**src/rtl/cache_arbiter.sv**
```systemverilog
// Two-client arbiter that shares one physical-memory port between an
// instruction cache (read-only) and a data cache (read / write-back).
// One transaction is in flight at a time; simultaneous requests alternate.
module cache_arbiter #(
    parameter int LINE_WIDTH = 128,
    parameter int ADDR_WIDTH = 16
) (
    input  logic                  clk,
    input  logic                  reset,

    input  logic                  I_pmem_read,
    input  logic [ADDR_WIDTH-1:0] I_pmem_address,
    output logic                  I_pmem_resp,
    output logic [LINE_WIDTH-1:0] I_pmem_rdata,

    input  logic                  D_pmem_read,
    input  logic                  D_pmem_write,
    input  logic [ADDR_WIDTH-1:0] D_pmem_address,
    input  logic [LINE_WIDTH-1:0] D_pmem_wdata,
    output logic                  D_pmem_resp,
    output logic [LINE_WIDTH-1:0] D_pmem_rdata,

    output logic                  pmem_read,
    output logic                  pmem_write,
    output logic [ADDR_WIDTH-1:0] pmem_address,
    output logic [LINE_WIDTH-1:0] pmem_wdata,
    input  logic                  pmem_resp,
    input  logic [LINE_WIDTH-1:0] pmem_rdata
);

    typedef enum logic [2:0] {
        IDLE    = 3'd0,
        SERVE_I = 3'd1,
        SERVE_D = 3'd2,
        RESP_I  = 3'd3,
        RESP_D  = 3'd4
    } state_t;

    typedef enum logic {
        GRANT_I = 1'b0,
        GRANT_D = 1'b1
    } grant_t;

    state_t                state;
    state_t                next_state;
    grant_t                last_grant;

    logic [ADDR_WIDTH-1:0] addr_q;
    logic [LINE_WIDTH-1:0] wdata_q;
    logic [LINE_WIDTH-1:0] line_buf;
    logic                  write_q;

    logic                  i_req;
    logic                  d_req;
    logic                  grant_i;
    logic                  grant_d;
    logic                  serving;

    // Request decode and tie-break: on a tie the side not granted last wins.
    always_comb begin
        i_req   = I_pmem_read;
        d_req   = D_pmem_read | D_pmem_write;
        grant_i = 1'b0;
        grant_d = 1'b0;
        if (state == IDLE) begin
            grant_i = i_req && (!d_req || (last_grant == GRANT_D));
            grant_d = d_req && (!i_req || (last_grant == GRANT_I));
        end
    end

    // Next-state logic.
    always_comb begin
        next_state = state;
        case (state)
            IDLE: begin
                if (grant_d)      next_state = SERVE_D;
                else if (grant_i) next_state = SERVE_I;
            end
            SERVE_I: if (pmem_resp) next_state = RESP_I;
            SERVE_D: if (pmem_resp) next_state = RESP_D;
            RESP_I:  next_state = IDLE;
            RESP_D:  next_state = IDLE;
            default: next_state = IDLE;
        endcase
    end

    // State register with synchronous active-low reset.
    always_ff @(posedge clk) begin
        if (!reset) state <= IDLE;
        else        state <= next_state;
    end

    // Latch the granted request and capture the returned line on completion.
    always_ff @(posedge clk) begin
        if (!reset) begin
            addr_q     <= '0;
            wdata_q    <= '0;
            write_q    <= 1'b0;
            line_buf   <= '0;
            last_grant <= GRANT_I;
        end else begin
            if (grant_d) begin
                addr_q  <= D_pmem_address;
                write_q <= D_pmem_write;
                if (D_pmem_write) wdata_q <= D_pmem_wdata;
            end else if (grant_i) begin
                addr_q  <= I_pmem_address;
                write_q <= 1'b0;
            end
            if (serving && pmem_resp) begin
                line_buf   <= pmem_rdata;
                last_grant <= (state == SERVE_I) ? GRANT_I : GRANT_D;
            end
        end
    end

    // Outputs decode from state and the latched request only.
    always_comb begin
        serving      = (state == SERVE_I) || (state == SERVE_D);
        pmem_read    = serving && !write_q;
        pmem_write   = serving && write_q;
        pmem_address = addr_q;
        pmem_wdata   = wdata_q;
        I_pmem_resp  = (state == RESP_I);
        D_pmem_resp  = (state == RESP_D);
        I_pmem_rdata = line_buf;
        D_pmem_rdata = line_buf;
    end

endmodule

```
**config.mk**
```make
export PLATFORM = sky130hd
export DESIGN_NAME = cache_arbiter
export DESIGN_NICKNAME = d
export VERILOG_FILES = /design/src/rtl/cache_arbiter.sv
export SDC_FILE = /design/constraint.sdc
export NUM_CORES = 1
export LEC_CHECK = 0
export ABC_AREA = 1
export BUFFER_PORTS_ARGS = -buffer_cell sky130_fd_sc_hd__buf_2
export CORE_AREA = 5 5 271 273
export DETAILED_ROUTE_END_ITERATION = 16
export DIE_AREA = 0 0 276 278
export PLACE_DENSITY = 0.35
export SLEW_MARGIN = 20
export SYNTH_ARGS = -nofsm -noshare
export SYNTH_HDL_FRONTEND = slang
export SYNTH_SLANG_ARGS = --single-unit
```
**constraint.sdc**
```tcl
create_clock -name clk -period 1.5 [get_ports clk]
set_input_delay 0.075 -clock clk [delete_from_list [all_inputs] [get_ports clk]]
set_output_delay 0.075 -clock clk [all_outputs]
set_load 0.01 [all_outputs]
```
Word level (Yosys, flattened, before mapping):

Cells that the tools add are included.

* reduce and logical (&&, ||, !) cells: 15
* equal/unequal tests: 7
* bitwise operators: 2
* muxes and demuxes: 12

Operator list (count)
* $mux W16: 2
* $mux W3: 4
* $pmux W3 S3: 1
* $eq A3 B2 Y1 const B: 2
* $logic_and A1 B1 Y1: 5
* $mux W1: 5
* $ne A2 B2 Y1 const B: 2
* $eq A3 B1 Y1 const B: 1
* $eq A3 B3 Y1 const B: 1
* $logic_not A1 Y1: 3
* $logic_not A3 Y1: 1
* $logic_or A1 B1 Y1: 3
* $ne A3 B3 Y1 const B: 1
* $reduce_and A3 Y1: 1
* $reduce_and A2 Y1: 1
* $reduce_bool A2 Y1: 1
* $not A1 Y1: 1
* $or A1 B1 Y1: 1

* bits in registers: 277

Depth between registers and ports, before layout:

* word-level depth: 8
* gate-level depth with buffers: 10
* mapped depth without buffers: 8

Worst setup path after synthesis:

OpenSTA, ideal clock, no wires.

* kind: register to register
* start: register state[2]
* end: register line_buf[111] (netlist: D_pmem_rdata[111])
* slack: 0.234 ns
* data required time: 1.384 ns
* arrival time: 1.150 ns
* stages on the path, launching flop included: 9
* cells stage by stage: dfxtp_1 > nor2_4 > nand2_1 > nand2_2 > nand2_4 > buf_6 > buf_2 > o21ai_0 > nor2_1

* longest elaborated chain between the ends: 3
* elaborated cells between the ends (all ways): 4

Ends and longest elaborated chain
* start: declaration: RTL line 44 `state_t state;`
* start signal: assignment: RTL line 90 `else state <= next_state;`
* $eq A3 B1 Y1 or $eq A3 B2 Y1 (tied branches): RTL line 119 `serving = (state == SERVE_I) || (state == SERVE_D);`
* $logic_or A1 B1 Y1 (*): RTL line 119
* $logic_and A1 B1 Y1 (*): RTL line 110 `if (serving && pmem_resp) begin`
* end signal: assignment: RTL line 111 `line_buf <= pmem_rdata;`
* end: declaration: RTL line 50 `logic [LINE_WIDTH-1:0] line_buf;`

Mark *: on every way between the ends. The rest lies on a longest branch, timed or not.
A chain may end at the register's enable or synchronous reset.

Final worst setup path:

* start: register state[2]
* end: register line_buf[26] (netlist: D_pmem_rdata[26])

The elaborated chain is that of the path after synthesis.

==> metrics <==
status=finished, violations left; violations in the final reports=negative setup slack; area added between synthesis and finish=87.6%; vias per std cell=approximately 3.8; measured slew at the worst slew-check pin=between 300 and 400 ps; number of DRC markers after the initial detailed-route iteration=337; clock root buffer master=sky130_fd_sc_hd__clkbuf_16; reg2reg path depth=11; die area=around 0.077 sq mm; WP data required=1920 ps; # diodes=0; element type at the critical path end=register; top-area cell type share of the netlist area=around 50%; Layout Utilization=29.2%; flip-flop and latch count after synthesis=about 280; CTS tree=done; total vias in the final route=~12,000; DP HPWL=approximately 35,000 um; later-pin clock latency in the skew report=roughly 540 ps; total of endpoints with negative setup slack in the final report=roughly 230; final-stage net count=approximately 2,600; fraction of registers with async set or reset after synthesis=0%; switching power=around 10 mW; number of synthesized flops with an enable pin=0; Layout Cell Area excl Fill=roughly 0.021 sq mm; clock transition at the register clock pins on the worst setup and hold paths after CTS=approximately 50 ps; first-pass GRT wire length=around 78,000 um; Worst Clk Skew=16.9 ps; cell area after placement=0.0147 sq mm; Min-Delay Path Class=input pin to register; overflow left after global routing=0; area taken by multi-input logic gates=0.00447 sq mm; maximum VDD drop=approximately 0.00072 V; sequential cell fraction of total power=33.5%; peak fanout along the critical path=6; Critical Path AT=around 2000 ps; Layout Cells excl Fill=3,290; power share of the combinational group=a little under two fifths; number of primary I/O pins=approximately 700; number of antenna violations at the first check in global routing=2; fmax=about 620 MHz; RSZ-0062 raised after global routing=yes; Crit Path Class=register to register; worst rel slew slack=around four fifths; initial standard-cell utilization of the core=between 15 and 20%; most used standard cell by instance count after synthesis=sky130_fd_sc_hd__nor2_1; Critical Path Source Type=register; number of nets produced by synthesis=~1,700; Ys Warns=0; number of sinks handled by clock tree synthesis=around 280; number of cell rows=between 90 and 100; Max Slew Vio Count=0; deepest clock path buffer count=3; number of hold violations in the final report=0; end of the worst register-to-register path=D_pmem_rdata[26]$_SDFFE_PN0P_; DRT antenna net count=0; startpoint of the worst register-to-register path=state[2]$_SDFFE_PN0P_; final clock period utilization by the worst path=108%; Clk pwr share=~29%; worst min-delay path startpoint=D_pmem_read; Synth Area per Inst=7.84 sq um; final critical path time including I/O delays and setup=roughly 1600 ps; TritonCTS Buffers=36; total global-route track usage=approximately an eighth; Internal Power=19.4 mW; pin count of the biggest net entering global routing=55; FF/Latch Area=around 0.0055 sq mm; number of max-cap violations=0; DP Cell Count=~2,900; depth of the CTS H-tree=2; register area share after synthesis=between 50% and 60%; library cell occupying the most area in the post-synthesis netlist=sky130_fd_sc_hd__dfxtp_1; setup slack on the worst flop-to-flop path=-120 ps; first drt pass iteration count=4; count of filler cells inserted in the layout=7,661; worst hold stages=6; switching fraction of total power=34.9%; cell count after synthesis=1,409; setup total negative slack=-12,120 ps; core area=between 0.07 and 0.08 sq mm; synthesized area=0.0110 sq mm; Die Width=~280 um; mean routed wirelength per cell=about 16 um; slack of the critical path=-118 ps; ranking of synthesized cells by instance count=sky130_fd_sc_hd__nor2_1 (518), sky130_fd_sc_hd__dfxtp_1 (277), sky130_fd_sc_hd__o21ai_0 (229), sky130_fd_sc_hd__buf_4 (130); WL final=roughly 53,000 um; power density relative to cell area=around 1400 mW/mm^2; fraction of layout cells with a size suffix above 1=approximately 45%; top post-synthesis cells by area=sky130_fd_sc_hd__dfxtp_1 (50%), sky130_fd_sc_hd__nor2_1 (18%), sky130_fd_sc_hd__o21ai_0 (10%); weighted congestion at the end of routability-driven global placement=0.819; Static Leak=9.91 nW; number of global-route vias before repair=13,009; remaining routing DRC violations=0; count of buffers inserted at the top-level ports=697; flip-flop cell with the highest count after synthesis=sky130_fd_sc_hd__dfxtp_1; Min-Delay Endpoint=write_q$_SDFFE_PN0P_; hold_ws=~67 ps; number of different library cells in the post-synthesis netlist=24; chip height=around 280 um
==> how the worst max path moves through the flow <==
| stage | start | to | slack (ps) | cells after the start |
|---|---|---|---|---|
| global placement | state[2]$_SDFFE_PN0P_ | D_pmem_rdata[18]$_SDFFE_PN0P_ | -120 | 8 |
| detailed placement | state[2]$_SDFFE_PN0P_ | D_pmem_rdata[18]$_SDFFE_PN0P_ | -150 | 8 |
| floorplan | state[2]$_SDFFE_PN0P_ | D_pmem_rdata[111]$_SDFFE_PN0P_ | 230 | 8 |
| finish | state[2]$_SDFFE_PN0P_ | D_pmem_rdata[26]$_SDFFE_PN0P_ | -120 | 11 |
| CTS | state[1]$_SDFFE_PN0P_ | pmem_read | -210 | 8 |
| global route | state[2]$_SDFFE_PN0P_ | D_pmem_rdata[120]$_SDFFE_PN0P_ | -210 | 12 |
==> state kept, by name, summed over array words and instances, names as in the netlist <==
register      flops
D_pmem_rdata    128
last_grant        1
pmem_wdata      128
pmem_address     16
write_q           1
state             3
==> cell families after synthesis <==
family	synth area share, %
and+or+nand+nor	20.9
AOI/OAI and AO/OA	13.3
DFF	50.2
buffers and inverters	15.6
==> timing repair <==
action                                  4_1_cts  5_1_grt
hold endpoints to repair                    277        0
endpoints found under the setup margin      138      261
resized for setup                           243      228
cloned                                       22        6
setup buffers                                19       11
pin swaps                                     6       63
hold buffers                                291        0
==> cell usage in the layout, fill, tap and decap left out, types with 2 or more instances in the layout <==
cell type / count
sky130_fd_sc_hd__buf_2: 693
sky130_fd_sc_hd__nor2_1: 450
sky130_fd_sc_hd__dlygate4sd3_1: 291
sky130_fd_sc_hd__dfxtp_1: 275
sky130_fd_sc_hd__o21ai_1: 122
sky130_fd_sc_hd__o21ai_2: 86
sky130_fd_sc_hd__o21ai_0: 60
sky130_fd_sc_hd__nor2_2: 45
sky130_fd_sc_hd__nand2_1: 43
sky130_fd_sc_hd__clkbuf_16: 42
sky130_fd_sc_hd__buf_4: 30
sky130_fd_sc_hd__buf_12: 28
sky130_fd_sc_hd__nor2_4: 24
sky130_fd_sc_hd__inv_1: 23
sky130_fd_sc_hd__buf_16: 23
sky130_fd_sc_hd__a21oi_1: 20
sky130_fd_sc_hd__or2_2: 16
sky130_fd_sc_hd__buf_6: 12
sky130_fd_sc_hd__clkbuf_8: 10
sky130_fd_sc_hd__clkbuf_1: 8
sky130_fd_sc_hd__buf_8: 6
sky130_fd_sc_hd__o21ai_4: 5
sky130_fd_sc_hd__nand2_4: 3
sky130_fd_sc_hd__nand3_1: 3
sky130_fd_sc_hd__inv_2: 2
sky130_fd_sc_hd__nand2_2: 2
sky130_fd_sc_hd__clkinv_16: 2
sky130_fd_sc_hd__inv_16: 2
sky130_fd_sc_hd__inv_6: 2
sky130_fd_sc_hd__clkinvlp_4: 2
sky130_fd_sc_hd__dfxtp_2: 2
==> per-layer routing <==
metal	global-route usage, %	wire length, um	share of wire (%)
met1	13.7	20100	38
met2	23.7	26900	51
met3	3.93	3800	7.2
met4	4.21	1660	3.2
met5	0	27	0.051
==> power by group through the flow <==
stage                     Sequential, mW  Combinational, mW  Clock [mW]
after floorplan                     10.5               4.62           0
after global placement              10.0               8.11           0
after detailed placement            10.0               8.09           0
after CTS                           9.92               10.6        8.94
after global routing                10.2               12.3        9.21
final                               9.96               11.2        8.53
==> critical path: stages (launching register included) <==
cell and delay (ps):
sky130_fd_sc_hd__dfxtp_2 330, sky130_fd_sc_hd__nor2_4 120, sky130_fd_sc_hd__buf_6 110, sky130_fd_sc_hd__nand2_4 50
sky130_fd_sc_hd__nand2_4 60, sky130_fd_sc_hd__buf_6 110, sky130_fd_sc_hd__nand2_8 100, sky130_fd_sc_hd__buf_16 190
sky130_fd_sc_hd__buf_6 130, sky130_fd_sc_hd__buf_16 130, sky130_fd_sc_hd__o21ai_2 100, sky130_fd_sc_hd__nor2_1 50
==> layout make-up <==
| class | count | area share [%] |
|---|---|---|
| Timing Repair Buffer | 1088 | 39.3 |
| Sequential cell | 277 | 26.8 |
| Multi-Input combinational cell | 884 | 21.6 |
| Tap cell | 950 | 5.74 |
| Clock buffer | 55 | 5.28 |
| Inverter | 29 | 0.749 |
| Clock inverter | 5 | 0.302 |
| Timing Repair inverter | 2 | 0.242 |
==> metrics by stage <==
step           setup slack (ps)  power, mW
2_1_floorplan               234       15.1
3_3_place_gp               -124       18.1
3_5_place_dp               -145       18.1
4_1_cts                    -208       29.5
5_1_grt                    -210       31.7
6_report                   -118       29.7
Note: power is estimated with default switching activity, not from simulation.
